File: config.mk
export PLATFORM = sky130hd
export DESIGN_NAME = calc_entry_ctrl
export DESIGN_NICKNAME = d
export VERILOG_FILES = /design/src/rtl/calc_entry_ctrl.sv
export SDC_FILE = /design/constraint.sdc
export NUM_CORES = 1
export LEC_CHECK = 0
export CORE_UTILIZATION = 30
export CTS_CLUSTER_SIZE = 10
export DETAILED_ROUTE_END_ITERATION = 16
export PLACE_DENSITY_LB_ADDON = 0.25
export SYNTH_ARGS = -nofsm -noshare
export SYNTH_HDL_FRONTEND = slang
export SYNTH_SLANG_ARGS = --single-unit
File: constraint.sdc
create_clock -name IN_clk -period 4.2 [get_ports IN_clk]
set_input_delay 0.84 -clock IN_clk [delete_from_list [all_inputs] [get_ports IN_clk]]
set_output_delay 0.84 -clock IN_clk [all_outputs]
set_load 0.02 [all_outputs]
File: src/rtl/calc_entry_ctrl.sv
// calc_entry_ctrl
//   Key-entry sequencer for the keypad calculator. Turns keypad scanner key
//   events into two decimal operands and an operator, launches the ALU with a
//   start/done handshake, and supplies the value to display. A finished result
//   becomes operand A, so an operator pressed after a result chains into a new
//   operation.
//
//   Parameters
//     W       operand/result width (2^W must exceed 10^DIGITS)
//     DIGITS  maximum decimal digits per operand
//
//   Ports
//     IN_clk      system clock
//     IN_rst_n    asynchronous active-low reset
//     IN_key      scanner key-present level
//     IN_value    scanner key code: 0-9 digit, 10 add, 11 sub, 12 and,
//                 13 or, 14 cmp, 15 equals
//     IN_done     ALU completion pulse
//     IN_result   ALU result, valid while IN_done=1
//     OUT_a       operand A
//     OUT_b       operand B
//     OUT_op      operator: 0 add, 1 sub, 2 and, 3 or, 4 cmp
//     OUT_start   one-cycle ALU launch pulse
//     OUT_disp    value to display
//     OUT_err     digit-overflow flag
//     OUT_state   current state: 0 S_A, 1 S_OP, 2 S_B, 3 S_WAIT, 4 S_RES
//
//   Every output is taken straight from a register.
module calc_entry_ctrl #(
  parameter int W      = 16,
  parameter int DIGITS = 4
) (
  input  logic         IN_clk,
  input  logic         IN_rst_n,
  input  logic         IN_key,
  input  logic [3:0]   IN_value,
  input  logic         IN_done,
  input  logic [W-1:0] IN_result,
  output logic [W-1:0] OUT_a,
  output logic [W-1:0] OUT_b,
  output logic [2:0]   OUT_op,
  output logic         OUT_start,
  output logic [W-1:0] OUT_disp,
  output logic         OUT_err,
  output logic [2:0]   OUT_state
);

  localparam int CW = $clog2(DIGITS + 1);

  localparam logic [2:0] S_A    = 3'd0;
  localparam logic [2:0] S_OP   = 3'd1;
  localparam logic [2:0] S_B    = 3'd2;
  localparam logic [2:0] S_WAIT = 3'd3;
  localparam logic [2:0] S_RES  = 3'd4;

  localparam logic [CW-1:0] CNT_FULL = CW'(DIGITS);
  localparam logic [CW-1:0] CNT_ONE  = CW'(1);
  localparam logic [W-1:0]  TEN      = W'(10);

  logic          r_keyPrev;
  logic [2:0]    r_state;
  logic [W-1:0]  r_a;
  logic [W-1:0]  r_b;
  logic [CW-1:0] r_cntA;
  logic [CW-1:0] r_cntB;
  logic [2:0]    r_op;
  logic          r_err;
  logic          r_start;
  logic [W-1:0]  r_disp;

  logic [2:0]    w_stateNext;
  logic [W-1:0]  w_aNext;
  logic [W-1:0]  w_bNext;
  logic [CW-1:0] w_cntANext;
  logic [CW-1:0] w_cntBNext;
  logic [2:0]    w_opNext;
  logic          w_errNext;
  logic          w_startNext;
  logic [W-1:0]  w_dispNext;

  logic          w_event;
  logic          w_isDigit;
  logic          w_isOp;
  logic          w_isEq;
  logic [W-1:0]  w_digit;
  logic [2:0]    w_opCode;

  // A key event is the rising edge of the key-present level; holding a key
  // therefore yields a single event, and releases are never events.
  assign w_event   = IN_key & ~r_keyPrev;
  assign w_isDigit = (IN_value <= 4'd9);
  assign w_isEq    = (IN_value == 4'd15);
  assign w_isOp    = ~w_isDigit & ~w_isEq;
  assign w_digit   = W'(IN_value);
  assign w_opCode  = 3'(IN_value - 4'd10);

  // Next-state and next-datapath logic. S_WAIT ignores every key event and
  // takes IN_done with priority, so a key arriving in the same cycle as the
  // done (or as the exit from S_WAIT) is dropped. A loaded result gets a full
  // digit count so that it can only be replaced, never extended.
  always_comb begin
    w_stateNext = r_state;
    w_aNext     = r_a;
    w_bNext     = r_b;
    w_cntANext  = r_cntA;
    w_cntBNext  = r_cntB;
    w_opNext    = r_op;
    w_errNext   = r_err;
    w_startNext = 1'b0;

    case (r_state)
      S_A: begin
        if (w_event) begin
          if (w_isDigit) begin
            if (r_cntA == CNT_FULL) begin
              w_errNext = 1'b1;
            end else begin
              w_aNext    = r_a * TEN + w_digit;
              w_cntANext = r_cntA + CNT_ONE;
            end
          end else if (w_isOp) begin
            w_opNext    = w_opCode;
            w_bNext     = '0;
            w_cntBNext  = '0;
            w_errNext   = 1'b0;
            w_stateNext = S_OP;
          end
        end
      end

      S_OP: begin
        if (w_event) begin
          if (w_isDigit) begin
            w_bNext     = w_digit;
            w_cntBNext  = CNT_ONE;
            w_stateNext = S_B;
          end else if (w_isOp) begin
            w_opNext = w_opCode;
          end
        end
      end

      S_B: begin
        if (w_event) begin
          if (w_isDigit) begin
            if (r_cntB == CNT_FULL) begin
              w_errNext = 1'b1;
            end else begin
              w_bNext    = r_b * TEN + w_digit;
              w_cntBNext = r_cntB + CNT_ONE;
            end
          end else if (w_isEq) begin
            w_startNext = 1'b1;
            w_errNext   = 1'b0;
            w_stateNext = S_WAIT;
          end
        end
      end

      S_WAIT: begin
        if (IN_done) begin
          w_aNext     = IN_result;
          w_cntANext  = CNT_FULL;
          w_stateNext = S_RES;
        end
      end

      S_RES: begin
        if (w_event) begin
          if (w_isDigit) begin
            w_aNext     = w_digit;
            w_cntANext  = CNT_ONE;
            w_errNext   = 1'b0;
            w_stateNext = S_A;
          end else if (w_isOp) begin
            w_opNext    = w_opCode;
            w_bNext     = '0;
            w_cntBNext  = '0;
            w_errNext   = 1'b0;
            w_stateNext = S_OP;
          end
        end
      end

      default: begin
        w_stateNext = S_A;
      end
    endcase

    // The display follows the operand being worked on in the state being
    // entered; during S_WAIT it freezes on whatever was last shown.
    w_dispNext = w_aNext;
    if (w_stateNext == S_B) begin
      w_dispNext = w_bNext;
    end else if (w_stateNext == S_WAIT) begin
      w_dispNext = r_disp;
    end
  end

  // State and output registers; reset clears everything, including the
  // key-edge history so a key held through reset counts as a fresh press.
  always_ff @(posedge IN_clk or negedge IN_rst_n) begin
    if (!IN_rst_n) begin
      r_keyPrev <= 1'b0;
      r_state   <= S_A;
      r_a       <= '0;
      r_b       <= '0;
      r_cntA    <= '0;
      r_cntB    <= '0;
      r_op      <= '0;
      r_err     <= 1'b0;
      r_start   <= 1'b0;
      r_disp    <= '0;
    end else begin
      r_keyPrev <= IN_key;
      r_state   <= w_stateNext;
      r_a       <= w_aNext;
      r_b       <= w_bNext;
      r_cntA    <= w_cntANext;
      r_cntB    <= w_cntBNext;
      r_op      <= w_opNext;
      r_err     <= w_errNext;
      r_start   <= w_startNext;
      r_disp    <= w_dispNext;
    end
  end

  assign OUT_a     = r_a;
  assign OUT_b     = r_b;
  assign OUT_op    = r_op;
  assign OUT_start = r_start;
  assign OUT_disp  = r_disp;
  assign OUT_err   = r_err;
  assign OUT_state = r_state;

endmodule

==> impl_metrics.tcl, run 1 <==
set metrics [dict create \
    status "completed" \
    intPower_w 0.002453 \
    drt-total-wl_microns 13480 \
    pwr-share-seq_pct 24.5 \
    critical_path_class "reg2reg" \
    clock_skew_ns 0.003223 \
    cts_tree "done" \
    ir_drop_v 0.0003722 \
    rsz0062_at_grt "no" \
    arrival_ns 3.98 \
    fin_crit_sh_pct 89.61 \
    synth.cell_area_sq_mm 0.004959 \
    cts.sinks 63 \
    final_hold_viol_count 0 \
    endpoint_kind "register" \
    wl_per_cell_microns 16.48 \
    drv_cap 0 \
    drv_slew 0 \
    grt_overflow_total 0 \
    grt_pass1_wl_microns 21940 \
    synthTopCellsByCount "dfrtp_1, ha_1, nand2_1" \
    cts_root_buffer "clkbuf_16" \
    ys_ff_latch 63 \
    vias 4297 \
    layout.nets 681 \
    floorplan.die.width_microns 130.6 \
    p_comb_share_pct 58.0 \
    portBuffers 79 \
    drt_first_pass_iters 7 \
    clock_latency_ns 0.33 \
    synth_area_leaders "dfrtp_1, ha_1, xnor2_1, xor2_1, nand2_1" \
    hp-class "reg2reg" \
    synth-async-reset-ratio_pct 100.0 \
    placeableCoreArea_sq_mm 0.01600 \
    p_leak_nw 2.857 \
    io_pins 80 \
    gp_congestion 0.8510 \
    synth_top_flop_cell "dfrtp_1" \
    post-cts-setup-buffers 0 \
    crit_fanout 5 \
    synth_warnings 0 \
    drc 0 \
    synth_fp_nets 602 \
    slew_headroom_pct 44.00 \
    dieArea_sq_mm 0.01705 \
    cts_buffer_depth 2 \
    avgSynthCellArea_sq_um 9.572 \
    worst_pin_slew_ns 0.8400 \
    whs_ns 0.4833 \
    hpwl_microns 10550 \
    yosys.area.top_type_share_pct 31.79 \
    critPathLaunchType "register" \
    initial_core_util_pct 30.99 \
    clk_pin_slew_ns 0.05 \
    antennaDiodeCount 0 \
    pwr_density_cell_mw_per_mm2 685.4 \
    drive_above_1_share_pct 8.804 \
    antenna_found_initial 0 \
    synthMostInstantiatedCell "dfrtp_1" \
    viasPerCell 5.253 \
    power_frac_clock_pct 17.5 \
    antenna_left 0 \
    syn2layout_area_growth_pct 27.05 \
    synthDistinctLibCells 71 \
    grt_usage_pct 16.61 \
    ys_seq_area_share_pct 31.79 \
    fmax_mhz 265.7 \
    setup_violations 0 \
    cts_resized 0 \
    rows 46 \
    synthCells 518 \
    p_sw_w 0.001865 \
    cts_buffers 9 \
    postCtsHoldBufs 0 \
    grt_pass1_vias 4300 \
    yosys.area.top_type "dfrtp_1" \
    fin_crit_ns 3.764 \
    swShare_pct 43.18 \
    die_y_microns 130.6 \
    fin_tns_setup_ns 0 \
    grt_max_degree 38 \
    synth_edf_count 0 \
    drt_iter0_markers 331 \
    ctsHtreeMaxLevel 3 \
    crit_required_ns 4.41 \
]
final timing paths:
kind,from,to,slack (ns),cells past startpoint
worst max-delay path,OUT_b[1],OUT_disp[14],0.44,12
worst min-delay path,OUT_op[1],OUT_op[1],0.48,2
worst max register to register,OUT_b[1],OUT_disp[14],0.44,12
worst min register to register,OUT_op[1],OUT_op[1],0.48,2
max in group asynchronous,IN_rst_n,OUT_disp[3],2.71,2
min in group asynchronous,IN_rst_n,OUT_op[0],0.61,1
flip-flops by register name, indices dropped and copies added (netlist names):
| name | cells |
|---|---|
| r_cntB | 3 |
| r_cntA | 3 |
| OUT_state | 3 |
| OUT_op | 3 |
| OUT_b | 16 |
| OUT_err | 1 |
| OUT_disp | 16 |
| OUT_a | 16 |
| OUT_start | 1 |
| r_keyPrev | 1 |
worst max-delay path: stages, from the launching register on:
cell	delay (ns)
dfrtp_1	0.46
ha_1	0.33
ha_1	0.25
fa_1	0.45
a211oi_2	0.30
nor2_1	0.17
o311ai_4	0.38
nand4_2	0.20
nor4_2	0.23
xor2_1	0.22
o21ai_1	0.11
mux2_4	0.29
mux2_4	0.26
per-stage QoR:
step | utilization, % | power [W] | instances | worst slack [ns] | cell area (sq um)
final | 39.37 | 0.004318 | 818 | 0.4365 | 6300
after global routing | 39.37 | 0.004655 | 818 | 0.2485 | 6300
after CTS | 39.37 | 0.004336 | 818 | 0.4442 | 6300
after detailed placement | 37.44 | 0.003550 | 802 | 0.3440 | 5991
after global placement | 37.44 | 0.003523 | 802 | 0.4574 | 5991
after floorplan | - | 0.002749 | 518 | 0.8067 | 4959
routing by layer:
metal	GRT usage (%)	part of all wire (%)	routed length (microns)
met4	6.288	2.0	268
met3	2.606	4.4	589
met1	22.71	48	6532
met5	0	0	0
met2	26.36	45	6088
power groups by stage:
stage	combinational (W)	clock, W	sequential (W)
floorplan	0.00157	0	0.00118
global placement	0.00246	0	0.00107
detailed placement	0.00249	0	0.00106
CTS	0.00251	0.000772	0.00106
global route	0.00276	0.000802	0.00109
finish	0.00251	0.000757	0.00106
placed cells by master, fill, tap and decap left out, types with 5 or more instances in the layout:
cell type,count
o21a_1,9
nand3_1,11
o21ai_0,30
nor2_1,30
inv_1,14
clkbuf_16,9
a21oi_1,30
dfrtp_1,63
xnor2_1,23
mux2i_1,8
a21o_1,12
a222oi_1,5
o21ai_1,8
nand2b_1,10
clkdlybuf4s50_1,78
a31oi_1,7
xor2_1,20
o211ai_1,6
nand2_1,44
nor2b_1,8
nor3b_1,6
ha_1,56
mux2_2,12
buf_4,6
o31ai_1,5
area by class of cell:
type                       count  area [sq um]
tap                          216         270.3
fill                        1608          9701
timing repair buffer          85         830.8
clock inverter                 5         56.30
inverter                      15         56.30
multi-input combinational    423          3257
clock buffer                  11         252.7
sequential                    63          1577
kinds of logic after synthesis:
family | count (synthesis) | share of synthesized area, %
xor+xnor | 43 | 7.595
flops | 63 | 31.79
compound gates | 155 | 21.95
simple gates | 143 | 15.44
mux | 22 | 4.946
fa+ha+maj | 60 | 15.75
buf+inv | 32 | 2.523
Power figures use the tool's default switching activity.
==> inputs of run 2 (changes only) <==
--- a/config.mk
+++ b/config.mk
@@ -8,6 +8,8 @@
 export CORE_UTILIZATION = 30
 export CTS_CLUSTER_SIZE = 10
 export DETAILED_ROUTE_END_ITERATION = 16
+export HOLD_SLACK_MARGIN = 0.03
+export MAX_ROUTING_LAYER = met4
 export PLACE_DENSITY_LB_ADDON = 0.25
 export SYNTH_ARGS = -nofsm -noshare
 export SYNTH_HDL_FRONTEND = slang
==> run 2 against run 1 <==
Global-route usage is 0.49 points higher. Sequential share of layout area unchanged. Register-to-register slack is essentially flat. Fmax increased by 0.20%. Routed wire length about the same. Utilization did not move. Hold slack about the same. Highest routed layer unchanged. Sequential cell count unchanged.
==> impl_metrics.tcl, run 2 (same netlist as run 1, synthesis figures left out) <==
set metrics [dict create \
    status "completed" \
    grt_overflow_total 0 \
    die_y_microns 130.6 \
    final_hold_viol_count 0 \
    clock_skew_ns 0.004265 \
    viasPerCell 5.279 \
    wl_per_cell_microns 16.49 \
    portBuffers 79 \
    drv_cap 0 \
    antenna_left 0 \
    cts_root_buffer "clkbuf_16" \
    critPathLaunchType "register" \
    ir_drop_v 0.0003728 \
    critical_path_class "reg2reg" \
    worst_pin_slew_ns 0.8361 \
    fmax_mhz 266.2 \
    slew_headroom_pct 44.26 \
    dieArea_sq_mm 0.01705 \
    p_leak_nw 2.857 \
    fin_tns_setup_ns 0 \
    dp_slack_ns 0.3440 \
    ff2ff_setup_slack_ns 0.44 \
    fin_crit_sh_pct 89.43 \
    hp-start "OUT_op[1]" \
    holdPathStages 2 \
    n_fill_cell 1608 \
    hpwl_microns 10550 \
    drt-total-wl_microns 13490 \
    mostFrequentLayoutCell "clkdlybuf4s50_1" \
    grt_pass1_wl_microns 21920 \
    hp-class "reg2reg" \
    layout.nets 681 \
    drt_first_pass_iters 5 \
    initial_core_util_pct 30.99 \
    syn2layout_area_growth_pct 27.05 \
    endpoint_kind "register" \
    drive_above_1_share_pct 8.804 \
    cts_buffer_depth 2 \
    pwr_density_cell_mw_per_mm2 685.2 \
    rsz0062_at_grt "no" \
    setup_violations 0 \
    grt_max_degree 38 \
    final_cell_mix "clkdlybuf4s50_1, dfrtp_1, ha_1" \
    clock_latency_ns 0.33 \
    post-cts-setup-buffers 0 \
    setup_slack_ns 0.4441 \
    antenna_found_initial 0 \
    fin_crit_ns 3.756 \
    crit_required_ns 4.41 \
    cts.sinks 63 \
    postCtsHoldBufs 0 \
    r2r_cells 12 \
    floorplan.die.width_microns 130.6 \
    hold-path-endpoint "OUT_op[1]" \
    placeableCoreArea_sq_mm 0.01600 \
    antennaDiodeCount 0 \
    drv_slew 0 \
    cts_buffers 9 \
    drc 0 \
    whs_ns 0.4833 \
    grt_pass1_vias 4307 \
    clk_pin_slew_ns 0.05 \
    cts_tree "done" \
    grt_usage_pct 17.10 \
    r2r_start "OUT_b[1]" \
    gp_congestion 0.8645 \
    rows 46 \
    vias 4318 \
    cts_resized 0 \
    drt_iter0_markers 302 \
    ctsHtreeMaxLevel 3 \
    arrival_ns 3.97 \
    io_pins 80 \
    crit_fanout 5 \
    rr_endpoint "OUT_disp[14]" \
]
run 2: cell counts in the layout (fill, tap and decap cells not counted):
No cell type changed its count.
run 2: final cells by class:
type                            count  area [sq um]  share of cell area, %
Clock buffer                       11         252.7                  4.012
Timing Repair Buffer               85         830.8                  13.19
Tap cell                          216         270.3                  4.290
Clock inverter                      5         56.30                 0.8937
Inverter                           15         56.30                 0.8937
Sequential cell                    63          1577                  25.02
Multi-Input combinational cell    423          3257                  51.70
run 2: worst max-delay path by stage:
stage,end,depth (start not counted),from
finish,OUT_disp[14],12,OUT_b[1]
global route,OUT_disp[14],12,OUT_b[1]
CTS,OUT_disp[14],12,OUT_b[1]
detailed placement,OUT_disp[2],9,IN_value[1]
global placement,OUT_disp[2],9,IN_value[1]
floorplan,OUT_disp[14],12,OUT_b[1]
run 2: report_power, final:
part / switching, W / total (W) / internal, W
clock network: 0.000267 / 0.000757 / 0.000490
logic: 0.00135 / 0.00250 / 0.00115
registers: 0.000242 / 0.00105 / 0.000813
run 2: through the flow:
| stage | std cells | util (%) | total power [W] | cell area, sq um |
|---|---|---|---|---|
| after floorplan | 518 | - | 0.002749 | 4959 |
| after global placement | 802 | 37.44 | 0.003523 | 5991 |
| after detailed placement | 802 | 37.44 | 0.003550 | 5991 |
| after CTS | 818 | 39.37 | 0.004336 | 6300 |
| after global routing | 818 | 39.37 | 0.004654 | 6300 |
| final | 818 | 39.37 | 0.004317 | 6300 |
run 2: routing by layer:
layer  global-route usage [%]  vias up  wire length, microns
li1                         -     2077                     -
met1                    22.73     2082                  6524
met2                    26.33      142                  6108
met3                    2.484       17                   586
met4                    6.356        0                   272
met5                        -        -                     0
run 2: critical path, stage by stage (launching register included):
cell	delay, ns
dfrtp_1	0.46
ha_1	0.32
ha_1	0.25
fa_1	0.45
a211oi_2	0.30
nor2_1	0.17
o311ai_4	0.38
nand4_2	0.20
nor4_2	0.23
xor2_1	0.22
o21ai_1	0.11
mux2_4	0.29
mux2_4	0.26
